[src/rtl/pipe_stage2_ctrl_pkg.sv]
// Shared types and constants for the stage-2 sequencer and its stage decoder.
package pipe_stage2_ctrl_pkg;

  localparam int STAGE_W = 3;

  localparam logic [STAGE_W-1:0] STG_SCALE  = 3'd1;
  localparam logic [STAGE_W-1:0] STG_ARGMAX = 3'd5;
  localparam logic [STAGE_W-1:0] STG_ASSIGN = 3'd6;
  localparam logic [STAGE_W-1:0] STG_FINISH = 3'd7;

  typedef enum logic [1:0] {
    IDLE  = 2'd0,
    RUN   = 2'd1,
    DRAIN = 2'd2,
    DONE  = 2'd3
  } state_t;

endpackage

[src/rtl/stage2_stage_decode.sv]
// Priority encoder from (step, boundaries) to the next stage index.
// The highest boundary index that the step exceeds wins, so unordered tables still resolve.
module stage2_stage_decode
  import pipe_stage2_ctrl_pkg::*;
#(
  parameter int N_BND  = 7,
  parameter int STEP_W = 16
) (
  input  logic [STEP_W-1:0]            step,
  input  logic [N_BND-1:0][STEP_W-1:0] bnd,
  output logic [STAGE_W-1:0]           stage
);

  always_comb begin
    stage = '0;
    // Ascending scan with last-match-wins gives the highest-index priority.
    for (int k = 0; k < N_BND; k++) begin
      if (step > bnd[k]) stage = STAGE_W'(k + 1);
    end
  end

endmodule

[src/rtl/pipe_stage2_ctrl.sv]
// Stage-2 sequencer: step/stage tracking, valid/ready stall control and
// running arg-max bookkeeping for the similarity/normalisation datapath.
module pipe_stage2_ctrl
  import pipe_stage2_ctrl_pkg::*;
#(
  parameter int N_BND     = 7,
  parameter int STEP_W    = 16,
  parameter int WIDTH     = 16,
  parameter int N_CENTERS = 4096
) (
  input  logic               CLK_i,
  input  logic               RST_ni,
  input  logic               cfg_we_i,
  input  logic [2:0]         cfg_addr_i,
  input  logic [STEP_W-1:0]  cfg_data_i,
  input  logic               start_i,
  output logic               busy_o,
  output logic               done_o,
  input  logic               in_valid_i,
  output logic               in_ready_o,
  output logic               out_valid_o,
  input  logic               out_ready_i,
  output logic [STEP_W-1:0]  step_o,
  output logic [STAGE_W-1:0] stage_o,
  output logic               mode_o,
  input  logic               cmp_gt_i,
  input  logic [WIDTH-1:0]   pos_i,
  output logic               max_upd_o,
  output logic [WIDTH-1:0]   max_id_o,
  output logic [WIDTH-1:0]   center_id_o
);

  state_t                     state;
  logic [N_BND-1:0][STEP_W-1:0] bnd;
  logic [STEP_W-1:0]          step;
  logic [STAGE_W-1:0]         stage;
  logic [STAGE_W-1:0]         stage_next;
  logic [WIDTH-1:0]           max_id;
  logic                       busy;
  logic                       done;
  logic                       out_valid;
  logic                       in_ready;
  logic                       fire;
  logic                       max_upd;

  stage2_stage_decode #(
    .N_BND  (N_BND),
    .STEP_W (STEP_W)
  ) u_decode (
    .step  (step),
    .bnd   (bnd),
    .stage (stage_next)
  );

  // The output register frees up in the same cycle downstream takes its content.
  assign in_ready = (state == RUN) & (~out_valid | out_ready_i);
  assign fire     = in_valid_i & in_ready;
  assign max_upd  = fire & (stage == STG_ARGMAX) & cmp_gt_i;

  always_ff @(posedge CLK_i or negedge RST_ni) begin
    if (!RST_ni) begin
      state     <= IDLE;
      bnd       <= '0;
      step      <= '0;
      stage     <= '0;
      max_id    <= '0;
      busy      <= 1'b0;
      done      <= 1'b0;
      out_valid <= 1'b0;
    end else begin
      done <= 1'b0;

      if (fire) begin
        out_valid <= 1'b1;
      end else if (out_ready_i) begin
        out_valid <= 1'b0;
      end

      case (state)
        IDLE: begin
          if (cfg_we_i) begin
            for (int k = 0; k < N_BND; k++) begin
              if (cfg_addr_i == 3'(k)) bnd[k] <= cfg_data_i;
            end
          end
          if (start_i) begin
            state  <= RUN;
            busy   <= 1'b1;
            step   <= '0;
            stage  <= '0;
            max_id <= '0;
          end
        end

        RUN: begin
          if (fire) begin
            step  <= (&step) ? step : step + 1'b1;
            stage <= stage_next;
            if (max_upd) max_id <= pos_i;
            if (stage_next == STG_FINISH) state <= DRAIN;
          end
        end

        DRAIN: begin
          if (!out_valid || out_ready_i) begin
            state <= DONE;
            busy  <= 1'b0;
            done  <= 1'b1;
          end
        end

        DONE: begin
          state <= IDLE;
        end

        default: begin
          state <= IDLE;
          busy  <= 1'b0;
        end
      endcase
    end
  end

  assign busy_o      = busy;
  assign done_o      = done;
  assign in_ready_o  = in_ready;
  assign out_valid_o = out_valid;
  assign step_o      = step;
  assign stage_o     = stage;
  assign max_id_o    = max_id;
  assign max_upd_o   = max_upd;
  assign mode_o      = (stage != STG_SCALE);
  assign center_id_o = ((stage == STG_ASSIGN) && cmp_gt_i) ? max_id : WIDTH'(N_CENTERS);

endmodule

[config.mk]
export PLATFORM = sky130hd
export DESIGN_NAME = pipe_stage2_ctrl
export DESIGN_NICKNAME = d
export VERILOG_FILES = /design/src/rtl/pipe_stage2_ctrl_pkg.sv /design/src/rtl/stage2_stage_decode.sv /design/src/rtl/pipe_stage2_ctrl.sv
export SDC_FILE = /design/constraint.sdc
export NUM_CORES = 1
export LEC_CHECK = 0
export ABC_AREA = 1
export BUFFER_PORTS_ARGS = -buffer_cell sky130_fd_sc_hd__buf_2
export CAP_MARGIN = 30
export CORE_UTILIZATION = 50
export CTS_CLUSTER_SIZE = 14
export DETAILED_ROUTE_END_ITERATION = 10
export PLACE_DENSITY_LB_ADDON = 0.2
export SLEW_MARGIN = 20
export SYNTH_ARGS = -nofsm -noshare
export SYNTH_HDL_FRONTEND = slang
export SYNTH_SLANG_ARGS = --single-unit
export TNS_END_PERCENT = 5
[constraint.sdc]
create_clock -name CLK_i -period 1.9 [get_ports CLK_i]
set_input_delay 0.19 -clock CLK_i [delete_from_list [all_inputs] [get_ports CLK_i]]
set_output_delay 0.19 -clock CLK_i [all_outputs]
set_load 0.1 [all_outputs]
==> results of run 1 <==
==> routing by layer <==
layer | vias to the layer above | global-route usage | routed length (um)
li1 | 3998 | - | -
met1 | 3825 | 0.3709 | 11100
met2 | 223 | 0.4546 | 11520
met3 | 38 | 0.03840 | 1058
met4 | 0 | 0.09321 | 530
met5 | - | 0 | 0
==> cell usage after synthesis (all sizes together) (3+ instances only) <==
cell type  instances  area, sq um
clkbuf            24        90.09
nor4               3        18.77
o21ai            156        784.5
buf                4        26.27
nand4              6        37.54
dfrtp            152         3804
nand2            266         1023
inv              202        763.2
a31oi              3        18.77
nor3              12        82.58
ha               116         1451
nand3             40        212.7
nor2              70        296.5
a21oi             56        284.0
==> flip-flops by register name, indices dropped and copies added, names as in the netlist <==
| signal | flops |
|---|---|
| bnd | 112 |
| busy_o | 1 |
| done_o | 1 |
| max_id_o | 16 |
| out_valid_o | 1 |
| stage_o | 3 |
| state | 2 |
| step_o | 16 |
==> repair_timing <==
action,in CTS,in global routing
pin swaps,24,41
setup buffers,7,3
setup endpoints to repair,33,73
resized for setup,76,77
endpoints found under the hold margin,43,0
hold buffers,6,0
==> worst max-delay path: stages, from the launching register on <==
cell,delay [ns]
dfrtp_2,0.48
buf_8,0.18
ha_4,0.25
a21oi_1,0.18
o21ai_1,0.11
o21bai_2,0.21
nand2_1,0.06
nand2_1,0.05
nand2_2,0.07
nand2_1,0.05
nand2_1,0.05
nand2_1,0.05
nand2_1,0.05
nand2_1,0.04
nand2_1,0.05
nand2_1,0.04
==> worst max path at each step <==
stage | from | end | slack [ns] | cells past startpoint
global placement | step_o[1] | stage_o[2] | -0.28 | 12
detailed placement | step_o[1] | stage_o[2] | -0.28 | 12
CTS | step_o[1] | stage_o[1] | -0.07 | 14
global route | step_o[5] | stage_o[0] | -0.20 | 13
floorplan | out_valid_o | max_id_o[10] | -1.02 | 9
finish | step_o[5] | stage_o[0] | -0.13 | 15
==> kinds of logic (layout without fill, tap and decap cells) <==
logic type	count (synthesis)	in the layout
and+or+nand+nor	399	399
buffers and inverters	230	431
AOI/OAI and AO/OA	228	228
DFF	152	152
adders and majority gates	116	116
xor gates and xnor gates	1	1
==> metrics by stage <==
step                      std cells  area (sq um)
final                          1552         12210
after detailed placement       1505         10800
after global routing           1552         12210
after CTS                      1549         11810
after global placement         1505         10800
after floorplan                1126          9111
==> power by group <==
part / internal, uW / total (uW) / leakage, uW / switching (uW)
clock network: 2020 / 3340 / 0.000283 / 1320
logic: 3880 / 10600 / 0.00397 / 6740
registers: 4500 / 5250 / 0.00196 / 750
==> cell usage in the layout (no fill, tap or decap), drive strengths merged, types with 3 or more instances in the layout <==
| cell type | count |
|---|---|
| nor2 | 70 |
| a31oi | 3 |
| ha | 116 |
| dlygate4sd3 | 6 |
| clkinv | 5 |
| o21ai | 156 |
| clkbuf | 23 |
| nor3 | 12 |
| inv | 202 |
| nor4 | 3 |
| buf | 192 |
| dfrtp | 152 |
| a21oi | 56 |
| nand3 | 40 |
| nand2 | 266 |
| nand4 | 6 |
==> layout make-up <==
type	instances	area [sq um]	area share
clock buffer	23	478.0	0.03916
clock inverter	8	96.34	0.007893
inverter	202	768.2	0.06294
multi-input combinational	744	5030	0.4121
sequential	152	3820	0.3129
tap	225	281.5	0.02306
timing repair buffer	198	1733	0.1420
==> flow_metrics.env, run 1 <==
export IMPL_whs_ns=0.01026
export IMPL_synth_compound_area_frac=0.1327
export IMPL_cp_required_ns=2.21
export IMPL_yosysWarnings=0
export IMPL_arrival_ns=2.34
export IMPL_setup_violations=7
export IMPL_firstDrtPassIters=5
export IMPL_vias=8084
export IMPL_max_cap_violations=0
export IMPL_drt_initial_drc_count=592
export IMPL_worstMarginPinSlew_ns=0.5094
export IMPL_routed_wl_mm=24.21
export IMPL_syn_inst=1126
export IMPL_ir_drop_mv=1.420
export IMPL_ctsRootBufferMaster="clkbuf_16"
export IMPL_antenna_found_initial=0
export IMPL_final_min_clock_period_ns=2.030
export IMPL_synth_nets=1284
export IMPL_syn_area_per_cell_sq_um=8.016
export IMPL_synth_xor_area_frac=0.0009703
export IMPL_muxShareOfSynthArea=0
export IMPL_r2r_end="stage_o[0]"
export IMPL_hold_path_class="input port to flip-flop"
export IMPL_start_util=0.5165
export IMPL_max_freq_mhz=492.7
export IMPL_clkSlewWorstSetupHoldPaths_ns=0.06
export IMPL_hpwl_mm=17.19
export IMPL_antenna_cells=0
export IMPL_start_kind="flip-flop"
export IMPL_min_to="max_id_o[4]"
export IMPL_viasPerCell=5.209
export IMPL_synth_simple_area_share=0.1867
export IMPL_reg2reg_from="step_o[5]"
export IMPL_io_pins=99
export IMPL_place_gp_congestion=0.8536
export IMPL_grt_usage=0.2756
export IMPL_synth_edf_count=0
export IMPL_min_from="pos_i[4]"
export IMPL_synth_distinct_cells=38
export IMPL_rsz0062_at_grt="yes"
export IMPL_syn_to_final_growth_pct=35.24
export IMPL_nNetsFinal=1473
export IMPL_die_x_um=136.4
export IMPL_synth_top_family_by_area="simple AND/OR/NAND/NOR gates"
export IMPL_cts_buffers=17
export IMPL_clock_sinks=152
export IMPL_htreeDepth=4
export IMPL_finalSetupTns_ns=-0.5126
export IMPL_fillers=1357
export IMPL_ys_seq_area_frac=0.4214
export IMPL_crit_type="flip-flop to flip-flop"
export IMPL_p_leak_uw=0.006211
export IMPL_fin_ws_ns=-0.1295
export IMPL_power_uw=19220
export IMPL_clock_latency_ns=0.42
export IMPL_synthAdderAreaFrac=0.1608
export IMPL_io_buffers=98
export IMPL_synth_flop_cell="dfrtp_1"
export IMPL_die_h_um=136.4
export IMPL_cts_tree="yes"
export IMPL_clk_path_buf_depth=2
export IMPL_die_area_sq_um=18590
export IMPL_relSlewSlack=0.6627
export IMPL_fin_util=0.6985
export IMPL_hold_depth=3
export IMPL_hold_viol=0
export IMPL_coreArea_sq_um=17480
export IMPL_wire_per_inst_um=15.60
export IMPL_grt_pass1_wl_mm=39.14
export IMPL_grt_pass1_vias=7953
export IMPL_rr_worst_depth=15
export IMPL_endpoint_kind="flip-flop"
export IMPL_ys_ff_latch=152
export IMPL_async_reset_ff_frac=1.000
export IMPL_drc=0
export IMPL_violations="setup timing"
export IMPL_overflow=0
export IMPL_layout_worst_path_cycle_share=1.068
export IMPL_power_density_nw_per_um2=1574
export IMPL_status="finished, violations left"
export IMPL_rows=48
export IMPL_ant_nets=0
export IMPL_syn_area_sq_um=9026
export IMPL_maxSlewViolCount=0
export IMPL_cp_max_fo=5
export IMPL_grt_max_degree=52
export IMPL_dpl_worst_slack_ns=-0.2801
export IMPL_skew_ns=0.008369
export IMPL_drive_above_1_share=0.2856
export IMPL_regToRegSetupSlack_ns=-0.13
Power figures use the tool's default switching activity.
==> inputs of run 2 (changes only) <==
--- a/config.mk
+++ b/config.mk
@@ -5,12 +5,13 @@
 export SDC_FILE = /design/constraint.sdc
 export NUM_CORES = 1
 export LEC_CHECK = 0
-export ABC_AREA = 1
+export ABC_AREA = 0
 export BUFFER_PORTS_ARGS = -buffer_cell sky130_fd_sc_hd__buf_2
 export CAP_MARGIN = 30
 export CORE_UTILIZATION = 50
 export CTS_CLUSTER_SIZE = 14
 export DETAILED_ROUTE_END_ITERATION = 10
+export GPL_TIMING_DRIVEN = 1
 export PLACE_DENSITY_LB_ADDON = 0.2
 export SLEW_MARGIN = 20
 export SYNTH_ARGS = -nofsm -noshare
==> run 2 against run 1 <==
Net effect:
- the run ends with hold timing, setup timing left
- setup slack got worse by 0.24 ns
- global-route usage fell by 0.26 points
- hold slack got worse by 0.014 ns
- clock skew fell by 0.0031 ns
- clock power rose by 15%
- synthesized cell count fell by 17%
- total power fell by 40%
- largest power group unchanged
==> flow_metrics.env, run 2 <==
export IMPL_status="finished, violations left"
export IMPL_violations="hold timing, setup timing"
export IMPL_ys_ff_latch=152
export IMPL_place_area_sq_um=10770
export IMPL_io_buffers=98
export IMPL_worstMarginPinSlew_ns=0.5191
export IMPL_syn_inst=938
export IMPL_synthAdderAreaFrac=0.1648
export IMPL_synth_edf_count=0
export IMPL_ctsRootBufferMaster="clkbuf_16"
export IMPL_synth_distinct_cells=48
export IMPL_p_leak_uw=0.006215
export IMPL_die_h_um=134.7
export IMPL_synth_most_common_cell="dfrtp_1"
export IMPL_rsz0062_at_grt="yes"
export IMPL_max_cap_violations=0
export IMPL_max_freq_mhz=440.2
export IMPL_layout_worst_path_cycle_share=1.196
export IMPL_synth_commonest_cells="dfrtp_1, nand2_1, ha_1, inv_1, o21ai_0"
export IMPL_muxShareOfSynthArea=0.04859
export IMPL_synth_top_area_frac=0.4319
export IMPL_htreeDepth=4
export IMPL_routed_wl_mm=24.02
export IMPL_start_util=0.5109
export IMPL_wire_per_inst_um=17.30
export IMPL_power_density_nw_per_um2=951.0
export IMPL_start_kind="flip-flop"
export IMPL_antenna_found_initial=0
export IMPL_synth_flop_cell="dfrtp_1"
export IMPL_synth_nets=1096
export IMPL_drt_initial_drc_count=421
export IMPL_cts_tree="yes"
export IMPL_synth_xor_area_frac=0.01293
export IMPL_cts_buffers=17
export IMPL_grt_max_degree=40
export IMPL_mostFrequentLayoutCells="dfrtp_1, nand2_1, inv_1, ha_1, buf_4"
export IMPL_synth_top_family_by_area="adder cells"
export IMPL_final_common_cell="dfrtp_1"
export IMPL_io_pins=99
export IMPL_min_from="pos_i[0]"
export IMPL_die_area_sq_um=18150
export IMPL_maxSlewViolCount=0
export IMPL_overflow=0
export IMPL_largest_reg_flops=112
export IMPL_coreArea_sq_um=17240
export IMPL_synth_compound_area_frac=0.1329
export IMPL_synth_area_leaders="dfrtp_1, ha_1, o21ai_0"
export IMPL_place_gp_congestion=0.9159
export IMPL_postLayoutCellArea_sq_um=12080
export IMPL_startpoint="step_o[14]"
export IMPL_cp_slowest_cell="dfrtp_1"
export IMPL_grt_usage=0.2730
export IMPL_grt_pass1_wl_mm=37.89
export IMPL_crit_type="flip-flop to flip-flop"
export IMPL_reg2reg_from="step_o[14]"
export IMPL_syn_to_final_growth_pct=37.17
export IMPL_dpl_worst_slack_ns=-0.4411
export IMPL_setup_violations=25
export IMPL_vias=7600
export IMPL_clock_sinks=152
export IMPL_endpoint_kind="flip-flop"
export IMPL_cp_max_fo=3
export IMPL_nNetsFinal=1309
export IMPL_ys_seq_area_frac=0.4319
export IMPL_async_reset_ff_frac=1.000
export IMPL_firstDrtPassIters=5
export IMPL_arrival_ns=2.59
export IMPL_synth_simple_area_share=0.1471
export IMPL_drc=0
export IMPL_synth_largest_area_cell="dfrtp_1"
export IMPL_relSlewSlack=0.6563
export IMPL_grt_pass1_vias=7459
export IMPL_fillers=1240
export IMPL_final_min_clock_period_ns=2.272
export IMPL_slowest_delay_ns=0.42
export IMPL_hold_viol=4
export IMPL_syn_area_per_cell_sq_um=9.388
export IMPL_hpwl_mm=17.35
export IMPL_ant_nets=0
export IMPL_clkSlewWorstSetupHoldPaths_ns=0.06
export IMPL_largest_register="bnd"
export IMPL_rows=48
export IMPL_fin_ws_ns=-0.3715
export IMPL_clk_path_buf_depth=2
export IMPL_clock_latency_ns=0.44
export IMPL_antenna_cells=0
export IMPL_die_x_um=134.7
export IMPL_yosysWarnings=0
export IMPL_cp_required_ns=2.22
export IMPL_skew_ns=0.005274
export IMPL_viasPerCell=5.476
export IMPL_drive_above_1_share=0.3216
export IMPL_hold_path_class="input port to flip-flop"
export IMPL_syn_area_sq_um=8806
export IMPL_whs_ns=-0.003485
export IMPL_path_cells="buf_4, ha_4, and3_4, nand4_1, o31ai_2, a211oi_1, o21ai_1, mux2_2"
export IMPL_ir_drop_mv=1.010
-- run 2: cell count changes in the layout (fill, tap and decap cells not counted), sizes merged, moves of 8 or more --
cell	change
o21ai	-50
a21oi	-8
nand4	+16
buf	+25
nor3	-8
nor2b	+9
inv	-85
nand2	-137
or3	+8
mux2	+38
and2	+17
nor2	-41
nand3	-11
-- run 2: report_power, final --
part           internal (uW)  leakage [uW]  switching (uW)
Sequential              3470       0.00168             222
Clock                   2490      0.000329            1330
Combinational           1080       0.00421            2890
-- run 2: final timing paths --
path	end	slack (ns)	cells past startpoint
max	state[1]	-0.37	8
min	max_id_o[0]	-0.003	3
max reg2reg	state[1]	-0.37	8
min reg2reg	max_id_o[9]	0.49	2
max in group asynchronous	step_o[15]	0.99	3
min in group asynchronous	max_id_o[5]	0.21	2
-- run 2: logic make-up (layout without fill, tap and decap cells) --
group	after synthesis	in the layout
AO/OA/AOI/OAI	204	204
XOR/XNOR	13	13
adder cells (fa/ha/maj)	116	116
buffers and inverters	144	369
flip-flops	152	152
multiplexers	38	38
AND/OR/NAND/NOR	271	271
-- run 2: layout make-up --
class / count / area, sq um / share of cell area
timing repair buffer: 221 / 1931 / 0.1598
inverter: 117 / 441.7 / 0.03657
clock inverter: 8 / 165.2 / 0.01367
tap: 225 / 281.5 / 0.02331
multi-input combinational: 642 / 4946 / 0.4095
clock buffer: 23 / 498.0 / 0.04123
sequential: 152 / 3816 / 0.3159
-- run 2: worst max-delay path: cells and delay by family (launching register included) --
family | cells | cell delay [ns]
AO/OA/AOI/OAI | 3 | 0.64
flip-flops | 1 | 0.42
multiplexers | 1 | 0.35
AND/OR/NAND/NOR | 2 | 0.33
adder cells (fa/ha/maj) | 1 | 0.25
buffers and inverters | 1 | 0.16
-- run 2: per-layer routing --
metal	wire, um	global-route usage
met2	11960	0.4616
met1	10540	0.3519
met4	530	0.09488
met3	987	0.04880
met5	0	0
-- run 2: repair_timing --
| item | in CTS | in global routing |
|---|---|---|
| hold buffers | 3 | 1 |
| resized for setup | 50 | 60 |
| pin swaps | 24 | 34 |
| endpoints found under the setup margin | 51 | 106 |
| hold endpoints to repair | 102 | 1 |
| buffers inserted | 6 | 6 |
-- run 2: through the flow --
| step | util | total power (uW) | TNS, ns | instances |
|---|---|---|---|---|
| after CTS | 0.6826 | 11390 | -4.417 | 1381 |
| final | 0.7008 | 11490 | -4.003 | 1388 |
| after global placement | 0.6246 | 7453 | -4.003 | 1341 |
| after detailed placement | 0.6246 | 7504 | -4.771 | 1341 |
| after floorplan | - | 6366 | -54.23 | 938 |
| after global routing | 0.7008 | 11910 | -7.227 | 1388 |
